===== config.mk =====
export PLATFORM = sky130hd
export DESIGN_NAME = reset_sequencer
export DESIGN_NICKNAME = d
export VERILOG_FILES = /design/src/rtl/reset_sequencer.sv
export SDC_FILE = /design/constraint.sdc
export NUM_CORES = 1
export LEC_CHECK = 0
export ABC_AREA = 1
export BUFFER_PORTS_ARGS = -buffer_cell sky130_fd_sc_hd__buf_2
export CAP_MARGIN = 20
export CORE_MARGIN = 2
export CORE_UTILIZATION = 52
export CTS_CLUSTER_DIAMETER = 40
export DETAILED_ROUTE_END_ITERATION = 7
export PLACE_DENSITY_LB_ADDON = 0.2
export SYNTH_ARGS = -nofsm -noshare
export SYNTH_HDL_FRONTEND = slang
export SYNTH_SLANG_ARGS = --single-unit

===== constraint.sdc =====
create_clock -name clk -period 1.85 [get_ports clk]
set_input_delay 0.37 -clock clk [delete_from_list [all_inputs] [get_ports clk]]
set_output_delay 0.37 -clock clk [all_outputs]
set_load 0.05 [all_outputs]

===== src/rtl/reset_sequencer.sv =====
// Ordered reset release for up to NUM_STAGES clock domains, gated on PLL lock,
// a per-stage minimum gap and optional per-stage readiness acknowledges.
module reset_sequencer #(
   parameter int                    NUM_STAGES   = 4,
   parameter int                    HOLD_CYCLES  = 16,
   parameter int                    STAGE_GAP    = 8,
   parameter int                    LOCK_TIMEOUT = 65535,
   parameter logic [NUM_STAGES-1:0] ACK_MASK     = '1
) (
   input  logic                  clk,
   input  logic                  rst_n,
   input  logic                  pll_locked,
   input  logic                  sw_rst_req,
   input  logic [NUM_STAGES-1:0] stage_ack,
   output logic [NUM_STAGES-1:0] rst_stage,
   output logic                  seq_done,
   output logic                  lock_timeout_err,
   output logic [2:0]            state
);

   localparam int IDX_W     = (NUM_STAGES > 1) ? $clog2(NUM_STAGES) : 1;
   localparam int CNT_MAX_A = (LOCK_TIMEOUT > HOLD_CYCLES) ? LOCK_TIMEOUT : HOLD_CYCLES;
   localparam int CNT_MAX   = (CNT_MAX_A > STAGE_GAP) ? CNT_MAX_A : STAGE_GAP;
   localparam int CNT_W     = $clog2(CNT_MAX + 1);

   localparam logic [CNT_W-1:0] TIMEOUT_VAL = CNT_W'(LOCK_TIMEOUT);
   localparam logic [CNT_W-1:0] HOLD_LAST   = CNT_W'(HOLD_CYCLES - 1);
   localparam logic [CNT_W-1:0] GAP_LAST    = CNT_W'(STAGE_GAP - 1);
   localparam logic [IDX_W-1:0] IDX_LAST    = IDX_W'(NUM_STAGES - 1);

   typedef enum logic [2:0] {
      RESET_ALL = 3'd0,
      WAIT_LOCK = 3'd1,
      HOLD      = 3'd2,
      RELEASE   = 3'd3,
      DONE      = 3'd4
   } state_t;

   state_t                  state_q, state_d;
   logic [IDX_W-1:0]        idx_q, idx_d;
   logic [CNT_W-1:0]        cnt_q, cnt_d;
   logic [NUM_STAGES-1:0]   rst_stage_q, rst_stage_d;
   logic                    seq_done_q, seq_done_d;
   logic                    err_q, err_d;

   logic                    lock_meta_q, lock_sync_q;
   logic [NUM_STAGES-1:0]   ack_meta_q, ack_sync_q;

   logic [IDX_W-1:0]        idx_inc;
   logic [NUM_STAGES-1:0]   cur_sel;
   logic [NUM_STAGES-1:0]   next_sel;
   logic                    ack_ok;
   logic                    lock_lost;

   assign idx_inc = idx_q + IDX_W'(1);

   // One-hot decodes keep stage selection in range for non-power-of-2 counts.
   genvar gi;
   generate
      for (gi = 0; gi < NUM_STAGES; gi++) begin : g_sel
         assign cur_sel[gi]  = (idx_q == IDX_W'(gi));
         assign next_sel[gi] = (idx_inc == IDX_W'(gi));
      end
   endgenerate

   assign ack_ok    = |(cur_sel & (ack_sync_q | ~ACK_MASK));
   assign lock_lost = !lock_sync_q &&
                      (state_q == HOLD || state_q == RELEASE || state_q == DONE);

   always_ff @(posedge clk) begin
      if (!rst_n) begin
         lock_meta_q <= 1'b0;
         lock_sync_q <= 1'b0;
         ack_meta_q  <= '0;
         ack_sync_q  <= '0;
      end else begin
         lock_meta_q <= pll_locked;
         lock_sync_q <= lock_meta_q;
         ack_meta_q  <= stage_ack;
         ack_sync_q  <= ack_meta_q;
      end
   end

   always_comb begin
      state_d     = state_q;
      idx_d       = idx_q;
      cnt_d       = cnt_q;
      rst_stage_d = rst_stage_q;
      seq_done_d  = seq_done_q;
      err_d       = err_q;

      unique case (state_q)
         RESET_ALL: begin
            rst_stage_d = '1;
            seq_done_d  = 1'b0;
            cnt_d       = '0;
            idx_d       = '0;
            state_d     = WAIT_LOCK;
         end
         WAIT_LOCK: begin
            if (lock_sync_q) begin
               state_d = HOLD;
               cnt_d   = '0;
            end else if (cnt_q != TIMEOUT_VAL) begin
               cnt_d = cnt_q + CNT_W'(1);
               if (cnt_q + CNT_W'(1) == TIMEOUT_VAL) begin
                  err_d = 1'b1;
               end
            end
         end
         HOLD: begin
            if (cnt_q == HOLD_LAST) begin
               state_d        = RELEASE;
               idx_d          = '0;
               cnt_d          = '0;
               rst_stage_d[0] = 1'b0;
            end else begin
               cnt_d = cnt_q + CNT_W'(1);
            end
         end
         RELEASE: begin
            // Gap counter parks on its last value until the current stage is ready.
            if (cnt_q == GAP_LAST) begin
               if (ack_ok) begin
                  if (idx_q == IDX_LAST) begin
                     state_d    = DONE;
                     seq_done_d = 1'b1;
                  end else begin
                     idx_d       = idx_inc;
                     cnt_d       = '0;
                     rst_stage_d = rst_stage_q & ~next_sel;
                  end
               end
            end else begin
               cnt_d = cnt_q + CNT_W'(1);
            end
         end
         DONE: begin
            state_d = DONE;
         end
         default: begin
            state_d = RESET_ALL;
         end
      endcase

      if (lock_lost || sw_rst_req) begin
         state_d     = RESET_ALL;
         rst_stage_d = '1;
         seq_done_d  = 1'b0;
         cnt_d       = '0;
         idx_d       = '0;
      end
      if (sw_rst_req) begin
         err_d = 1'b0;
      end
   end

   always_ff @(posedge clk) begin
      if (!rst_n) begin
         state_q     <= RESET_ALL;
         idx_q       <= '0;
         cnt_q       <= '0;
         rst_stage_q <= '1;
         seq_done_q  <= 1'b0;
         err_q       <= 1'b0;
      end else begin
         state_q     <= state_d;
         idx_q       <= idx_d;
         cnt_q       <= cnt_d;
         rst_stage_q <= rst_stage_d;
         seq_done_q  <= seq_done_d;
         err_q       <= err_d;
      end
   end

   assign rst_stage        = rst_stage_q;
   assign seq_done         = seq_done_q;
   assign lock_timeout_err = err_q;
   assign state            = state_q;

endmodule


After elaboration in Yosys (flattened, before gate mapping)
Index checks and enable logic that the tools add are counted.

Reductions and logical operators: 20. Bitwise operators: 5. Muxes and demuxes: 28. $add $sub $neg: 2. Equal/unequal tests: 23.

Operators with widths (count): 16-bit two-way mux (6); 16-bit case mux with 4 select lines (1); 16-bit by 1-bit adder with 16-bit output (second input constant) (1); 16-bit equality test (second input constant) (1); 16-bit by 3-bit equality test with 1-bit output (second input constant) (1); 16-bit by 4-bit equality test with 1-bit output (second input constant) (1); 16-bit inequality test (second input constant) (1); 4-bit AND reduction (4); 3-bit two-way mux (5); 3-bit case mux with 5 select lines (1); 4-bit two-way mux (3); 5-bit AND reduction (2); 3-bit inequality test (second input constant) (3); 4-bit bitwise AND (2); 2-bit equality test (second input constant) (4); 2-bit two-way mux (4); 2-bit inequality test (second input constant) (4); 3-bit by 2-bit equality test with 1-bit output (second input constant) (2); 2-bit case mux with 3 select lines (1); 3-bit case mux with 2 select lines (1); 2-bit by 1-bit equality test with 1-bit output (second input constant) (2); 2-bit zero test (2); 1-bit two-way mux (4); 2-bit by 1-bit inequality test with 1-bit output (second input constant) (2); other kinds (16) (20).

Register bits after elaboration: 37. Input bits: 8.

Depth between registers and ports, before layout
Depth after elaboration: 8. Gate-level depth with buffers: 12. Mapped depth without buffers: 12.

Worst setup path after synthesis
No wires, ideal clock.

Kind: register to register. Start point: register state_q[2], in the netlist state[2]. End point: register cnt_q[5]. Buffers on the path: 1. Cell stages (with the launch flop): 11. Data arrival time: 1668 ps. Library setup time: 117 ps. Setup slack: 65 ps. Data required time: 1733 ps. Cells stage by stage: dfxtp_1 > inv_2 > nand3_2 > inv_1 > nand2_1 > nand2_1 > nand2_1 > nand3_4 > buf_12 > a31oi_1 > nor2_1.

Longest elaborated chain between the ends: 6. Elaborated cells between the ends (all ways): 16. Those cells by class: eq/ne: 7; mux: 1; reduce/logical: 8.

Ends and longest elaborated chain: start, declared (line 39) `state_t state_q, state_d;`; start signal, assigned (line 167) `state_q <= state_d;`; 3-bit by 2-bit equality test with 1-bit output (line 68, 92); 1-bit logical OR (2 in a row) (line 68) `(state_q == HOLD || state_q == RELEASE || state_q == DONE);`; 1-bit logical AND (line 67) `assign lock_lost = !lock_sync_q &&`; 1-bit logical OR (line 146) `if (lock_lost || sw_rst_req) begin`; 2-bit OR reduction (no source line); end signal, assigned (line 169) `cnt_q <= cnt_d;`; end, declared (line 41) `logic [CNT_W-1:0] cnt_q, cnt_d;`.

Several ways; a longest one is shown, not always the timed one. A chain may end at the register's enable or synchronous reset.

Worst setup path in the final report
Start point: register idx_q[1]. End point: register cnt_q[5].

Longest elaborated chain between the ends: 5. Elaborated cells between the ends (all ways): 9. Those cells by class: eq/ne: 5; bitwise: 1; reduce/logical: 3.

Ends and longest elaborated chain: start, declared (line 40) `logic [IDX_W-1:0] idx_q, idx_d;`; start signal, assigned (line 168) `idx_q <= idx_d;`; 2-bit by 1-bit equality test with 1-bit output, or another cell as far along (line 61) `assign cur_sel[gi] = (idx_q == IDX_W'(gi));`; 4-bit bitwise AND (line 66) `assign ack_ok = |(cur_sel & (ack_sync_q | ~ACK_MASK));`; 4-bit OR reduction (line 66); 3-bit inequality test (no source line); 4-bit AND reduction (no source line) (*).

Mark *: on every way between the ends. The rest lies on a longest branch, timed or not.

==> flow_results.xml <==
<?xml version="1.0" encoding="UTF-8"?>
<metrics>
  <group name="worst_setup_path">
    <metric name="critical_path_launch_point_type" unit="">flip-flop</metric>
    <metric name="most_used_cell_cp" unit="">sky130_fd_sc_hd__nand2_1</metric>
    <metric name="cp_max_stage_cell" unit="">sky130_fd_sc_hd__dfxtp_4</metric>
    <metric name="endpoint_kind" unit="">flip-flop</metric>
    <metric name="cpLargestDelayFamily" unit="">simple AND/OR/NAND/NOR gates</metric>
    <metric name="critical_path_class" unit="">flip-flop to flip-flop</metric>
    <metric name="worstPathCellList" unit="">inv_1 &gt; ha_1 &gt; nand2_1 &gt; nand2_1 &gt; nor2_1 &gt; nand3_1 &gt; nand2_1 &gt; nand2_1 &gt; nand3_4 &gt; buf_12 &gt; a31oi_1 &gt; nor2_1</metric>
    <metric name="worstPathArrival" unit="ns">1.90</metric>
    <metric name="cp.required" unit="ns">2.03</metric>
    <metric name="timing.critical_path.buf_inv" unit="">2</metric>
    <metric name="timing.critical_path.slowest_cell_delay" unit="ns">0.37</metric>
    <metric name="path_max_fanout" unit="">7</metric>
  </group>
  <group name="logic_synthesis">
    <metric name="synth_area" unit="um^2">2140</metric>
    <metric name="post-synth-top-count-cell" unit="">sky130_fd_sc_hd__nand2_1</metric>
    <metric name="syn-instance-count" unit="">321</metric>
    <metric name="synth_top_cells_by_area" unit="">sky130_fd_sc_hd__dfxtp_1 (35%), sky130_fd_sc_hd__nand2_1 (17%), sky130_fd_sc_hd__nor2_1 (7.5%)</metric>
    <metric name="synth-main-ff-cell" unit="">sky130_fd_sc_hd__dfxtp_1</metric>
    <metric name="synth-seq-area-share" unit="%">34.6</metric>
    <metric name="syn_avg_cell_area" unit="um^2">6.66</metric>
    <metric name="ys_ff_latch" unit="">37</metric>
    <metric name="ys_async_sr_fraction" unit="%">0</metric>
    <metric name="synthesized_net_count" unit="">339</metric>
    <metric name="synthDistinctLibCells" unit="">30</metric>
    <metric name="synth_top_cell_by_area" unit="">sky130_fd_sc_hd__dfxtp_1</metric>
    <metric name="synth_enable_flop_cells" unit="">0</metric>
    <metric name="ys_top_cells_by_count" unit="">sky130_fd_sc_hd__nand2_1 (98), sky130_fd_sc_hd__nor2_1 (43), sky130_fd_sc_hd__inv_1 (39)</metric>
    <metric name="yosys_warnings" unit="">0</metric>
    <metric name="synth_top_area_share" unit="%">34.6</metric>
  </group>
  <group name="final_layout">
    <metric name="synthesis_to_finish_area_growth" unit="%">17.4</metric>
    <metric name="count_of_fill_cells_added_during_filler_insertion" unit="">379</metric>
    <metric name="finished_layout_cell_area" unit="um^2">2510</metric>
    <metric name="layout.cells.non_filler" unit="">404</metric>
    <metric name="number_of_inserted_diodes" unit="">0</metric>
    <metric name="area_taken_by_multi_input_logic_gates" unit="um^2">1220</metric>
    <metric name="share_of_cells_above_drive_strength_1" unit="%">17.5</metric>
    <metric name="postLayoutCoreUtil" unit="%">63.2</metric>
    <metric name="nets" unit="">371</metric>
    <metric name="ff_latch_area" unit="um^2">746</metric>
  </group>
  <group name="die">
    <metric name="die-area" unit="um^2">4640</metric>
    <metric name="core-area" unit="um^2">3970</metric>
    <metric name="placementRows" unit="">23</metric>
    <metric name="die_height" unit="um">68.1</metric>
    <metric name="floorplan.initialDensity" unit="%">53.8</metric>
    <metric name="num_io_pins" unit="">17</metric>
    <metric name="floorplan.die.width" unit="um">68.1</metric>
  </group>
  <group name="place">
    <metric name="buffers_added_on_ports" unit="">16</metric>
    <metric name="post-place-cells" unit="">394</metric>
    <metric name="pre_cts_slack" unit="ns">-0.0121</metric>
    <metric name="total_cell_area_at_the_placement_stage" unit="um^2">2320</metric>
    <metric name="place_hpwl" unit="um">3570</metric>
    <metric name="routabilityCongestion" unit="">0.958</metric>
  </group>
  <group name="pwr">
    <metric name="p_clk_share" unit="%">43.9</metric>
    <metric name="power.density" unit="nW/um^2">745</metric>
    <metric name="internal_power" unit="mW">1.42</metric>
    <metric name="comb_power_share" unit="%">11.7</metric>
    <metric name="vdd_drop_max" unit="uV">641</metric>
    <metric name="power.static_leakage" unit="nW">1.10</metric>
    <metric name="switching_share" unit="%">24.0</metric>
    <metric name="seq_power_share" unit="%">44.3</metric>
    <metric name="finalPower" unit="mW">1.87</metric>
    <metric name="net-switching-power" unit="uW">449</metric>
  </group>
  <group name="cts">
    <metric name="clock_transition_at_the_register_clock_pins_on_the_worst_setup_and_hold_paths_after_cts" unit="ns">0.07</metric>
    <metric name="tritoncts" unit="">built</metric>
    <metric name="worstSkewPairLatency" unit="ns">0.29</metric>
    <metric name="numCtsBuffers" unit="">5</metric>
    <metric name="cts_sinks" unit="">37</metric>
    <metric name="h-tree-depth" unit="">2</metric>
    <metric name="clockRootBuffer" unit="">sky130_fd_sc_hd__clkbuf_8</metric>
    <metric name="clock_path_buffers" unit="">2</metric>
  </group>
  <group name="status">
    <metric name="outcome" unit="">completed</metric>
  </group>
  <group name="drt">
    <metric name="route.final.wire_length" unit="um">4730</metric>
    <metric name="detail_route.vias_per_cell" unit="">4.95</metric>
    <metric name="drt_iter0_markers" unit="">145</metric>
    <metric name="dr_total_vias" unit="">1998</metric>
    <metric name="detail_route.wl_per_cell" unit="um">11.7</metric>
    <metric name="drc" unit="">0</metric>
    <metric name="drt.antenna.violating_nets" unit="">0</metric>
    <metric name="drt_first_pass_iters" unit="">4</metric>
  </group>
  <group name="sta">
    <metric name="post-route-min-period" unit="ns">1.72</metric>
    <metric name="finalHoldViolations" unit="">0</metric>
    <metric name="timing.hold.ws" unit="ns">0.258</metric>
    <metric name="max_slew.worst_pin.slew" unit="ns">0.295</metric>
    <metric name="finalClockSkew" unit="ns">0.00475</metric>
    <metric name="timing_max_transition_violations_final" unit="">0</metric>
    <metric name="final_min_period_over_clock_period" unit="%">92.7</metric>
    <metric name="timing.final.setup_violations" unit="">0</metric>
    <metric name="setup_ws" unit="ns">0.134</metric>
    <metric name="timing.max_slew.rel_slack" unit="%">80.2</metric>
    <metric name="fmaxAchievable" unit="MHz">583</metric>
    <metric name="totalNegativeSetupSlack" unit="ns">0</metric>
  </group>
  <group name="global_route">
    <metric name="grt_pass1_wl" unit="um">7840</metric>
    <metric name="grt_usage" unit="%">22.8</metric>
    <metric name="first_global_vias" unit="">1704</metric>
    <metric name="antenna_found_initial" unit="">0</metric>
    <metric name="grt-ovfl-total" unit="">0</metric>
    <metric name="largest_net_degree_at_the_start_of_global_routing" unit="">14</metric>
  </group>
  <group name="flow_run">
    <metric name="maxCapViolations" unit="">0</metric>
  </group>
  <group name="min_path">
    <metric name="worstHoldPathType" unit="">input pin to flip-flop</metric>
  </group>
</metrics>
==> tightest hold or removal path: cells and delay by family <==
kind / cells / cell delay [ns]
buf+inv: 2 / 0.11
simple gates: 1 / 0.04
==> per-layer routing <==
| layer | up-vias | track usage (%) | share of wire [%] |
|---|---|---|---|
| li1 | 1074 | - | - |
| met1 | 878 | 31.9 | 50 |
| met2 | 39 | 34.5 | 44 |
| met3 | 7 | 4.44 | 4.1 |
| met4 | 0 | 8.50 | 1.5 |
| met5 | - | 0 | 0 |
==> power by group through the flow <==
stage	registers (mW)	clock network, mW	logic [mW]
after floorplan	0.877	0	0.125
after global placement	0.848	0	0.209
after detailed placement	0.849	0	0.210
after CTS	0.830	0.833	0.212
after global routing	0.831	0.862	0.251
final	0.829	0.822	0.220
==> layout by cell type, fill, tap and decap left out, types with 2 or more instances in the layout <==
cell type / instances
sky130_fd_sc_hd__nand2_2: 4
sky130_fd_sc_hd__a31oi_1: 2
sky130_fd_sc_hd__nand3_4: 3
sky130_fd_sc_hd__nand4_1: 8
sky130_fd_sc_hd__nor2_1: 43
sky130_fd_sc_hd__nor2_2: 2
sky130_fd_sc_hd__buf_2: 16
sky130_fd_sc_hd__nand3_2: 2
sky130_fd_sc_hd__a21oi_1: 17
sky130_fd_sc_hd__bufinv_16: 2
sky130_fd_sc_hd__buf_4: 12
sky130_fd_sc_hd__nor2_4: 4
sky130_fd_sc_hd__o21ai_0: 10
sky130_fd_sc_hd__nand3_1: 20
sky130_fd_sc_hd__o21bai_1: 2
sky130_fd_sc_hd__dfxtp_1: 35
sky130_fd_sc_hd__ha_1: 9
sky130_fd_sc_hd__o21ai_1: 4
sky130_fd_sc_hd__a21oi_2: 2
sky130_fd_sc_hd__inv_1: 38
sky130_fd_sc_hd__nand3b_1: 2
sky130_fd_sc_hd__clkbuf_8: 5
sky130_fd_sc_hd__nand2_1: 97
sky130_fd_sc_hd__inv_2: 3
==> kinds of logic after synthesis <==
logic type / after synthesis / synth area share (%)
flops: 37 / 34.6
buf+inv: 46 / 9.24
xor+xnor: 2 / 0.819
compound gates: 39 / 10.1
fa+ha+maj: 10 / 5.85
simple gates: 187 / 39.4
==> registers in the layout, indices dropped and copies added, names as in the netlist <==
name,cells
cnt_q,16
ack_meta_q,4
ack_sync_q,4
rst_stage,4
state,3
idx_q,2
lock_meta_q,1
lock_sync_q,1
lock_timeout_err,1
seq_done,1
==> final timing paths <==
| check | from | endpoint | slack [ns] | cells after the start |
|---|---|---|---|---|
| worst max-delay path | idx_q[1] | cnt_q[5] | 0.13 | 12 |
| worst min-delay path | stage_ack[0] | ack_meta_q[0] | 0.26 | 3 |
| worst max register to register | idx_q[1] | cnt_q[5] | 0.13 | 12 |
| worst min register to register | ack_meta_q[1] | ack_sync_q[1] | 0.41 | 2 |
==> final cells by class <==
cell class,count,share of cell area (%)
Multi-Input combinational cell,238,48.5
Sequential cell,37,29.7
Timing Repair Buffer,29,7.58
Inverter,42,6.38
Clock buffer,5,2.74
Clock inverter,3,2.59
Tap cell,50,2.49
==> timing repair <==
item / 4_1_cts / 5_1_grt
setup endpoints to repair: 6 / 21
buffers inserted: 0 / 2
pin swaps: 0 / 1
hold buffers: 0 / 0
gates resized for setup: 1 / 11
endpoints found under the hold margin: 0 / 0
Power figures use the tool's default switching activity.
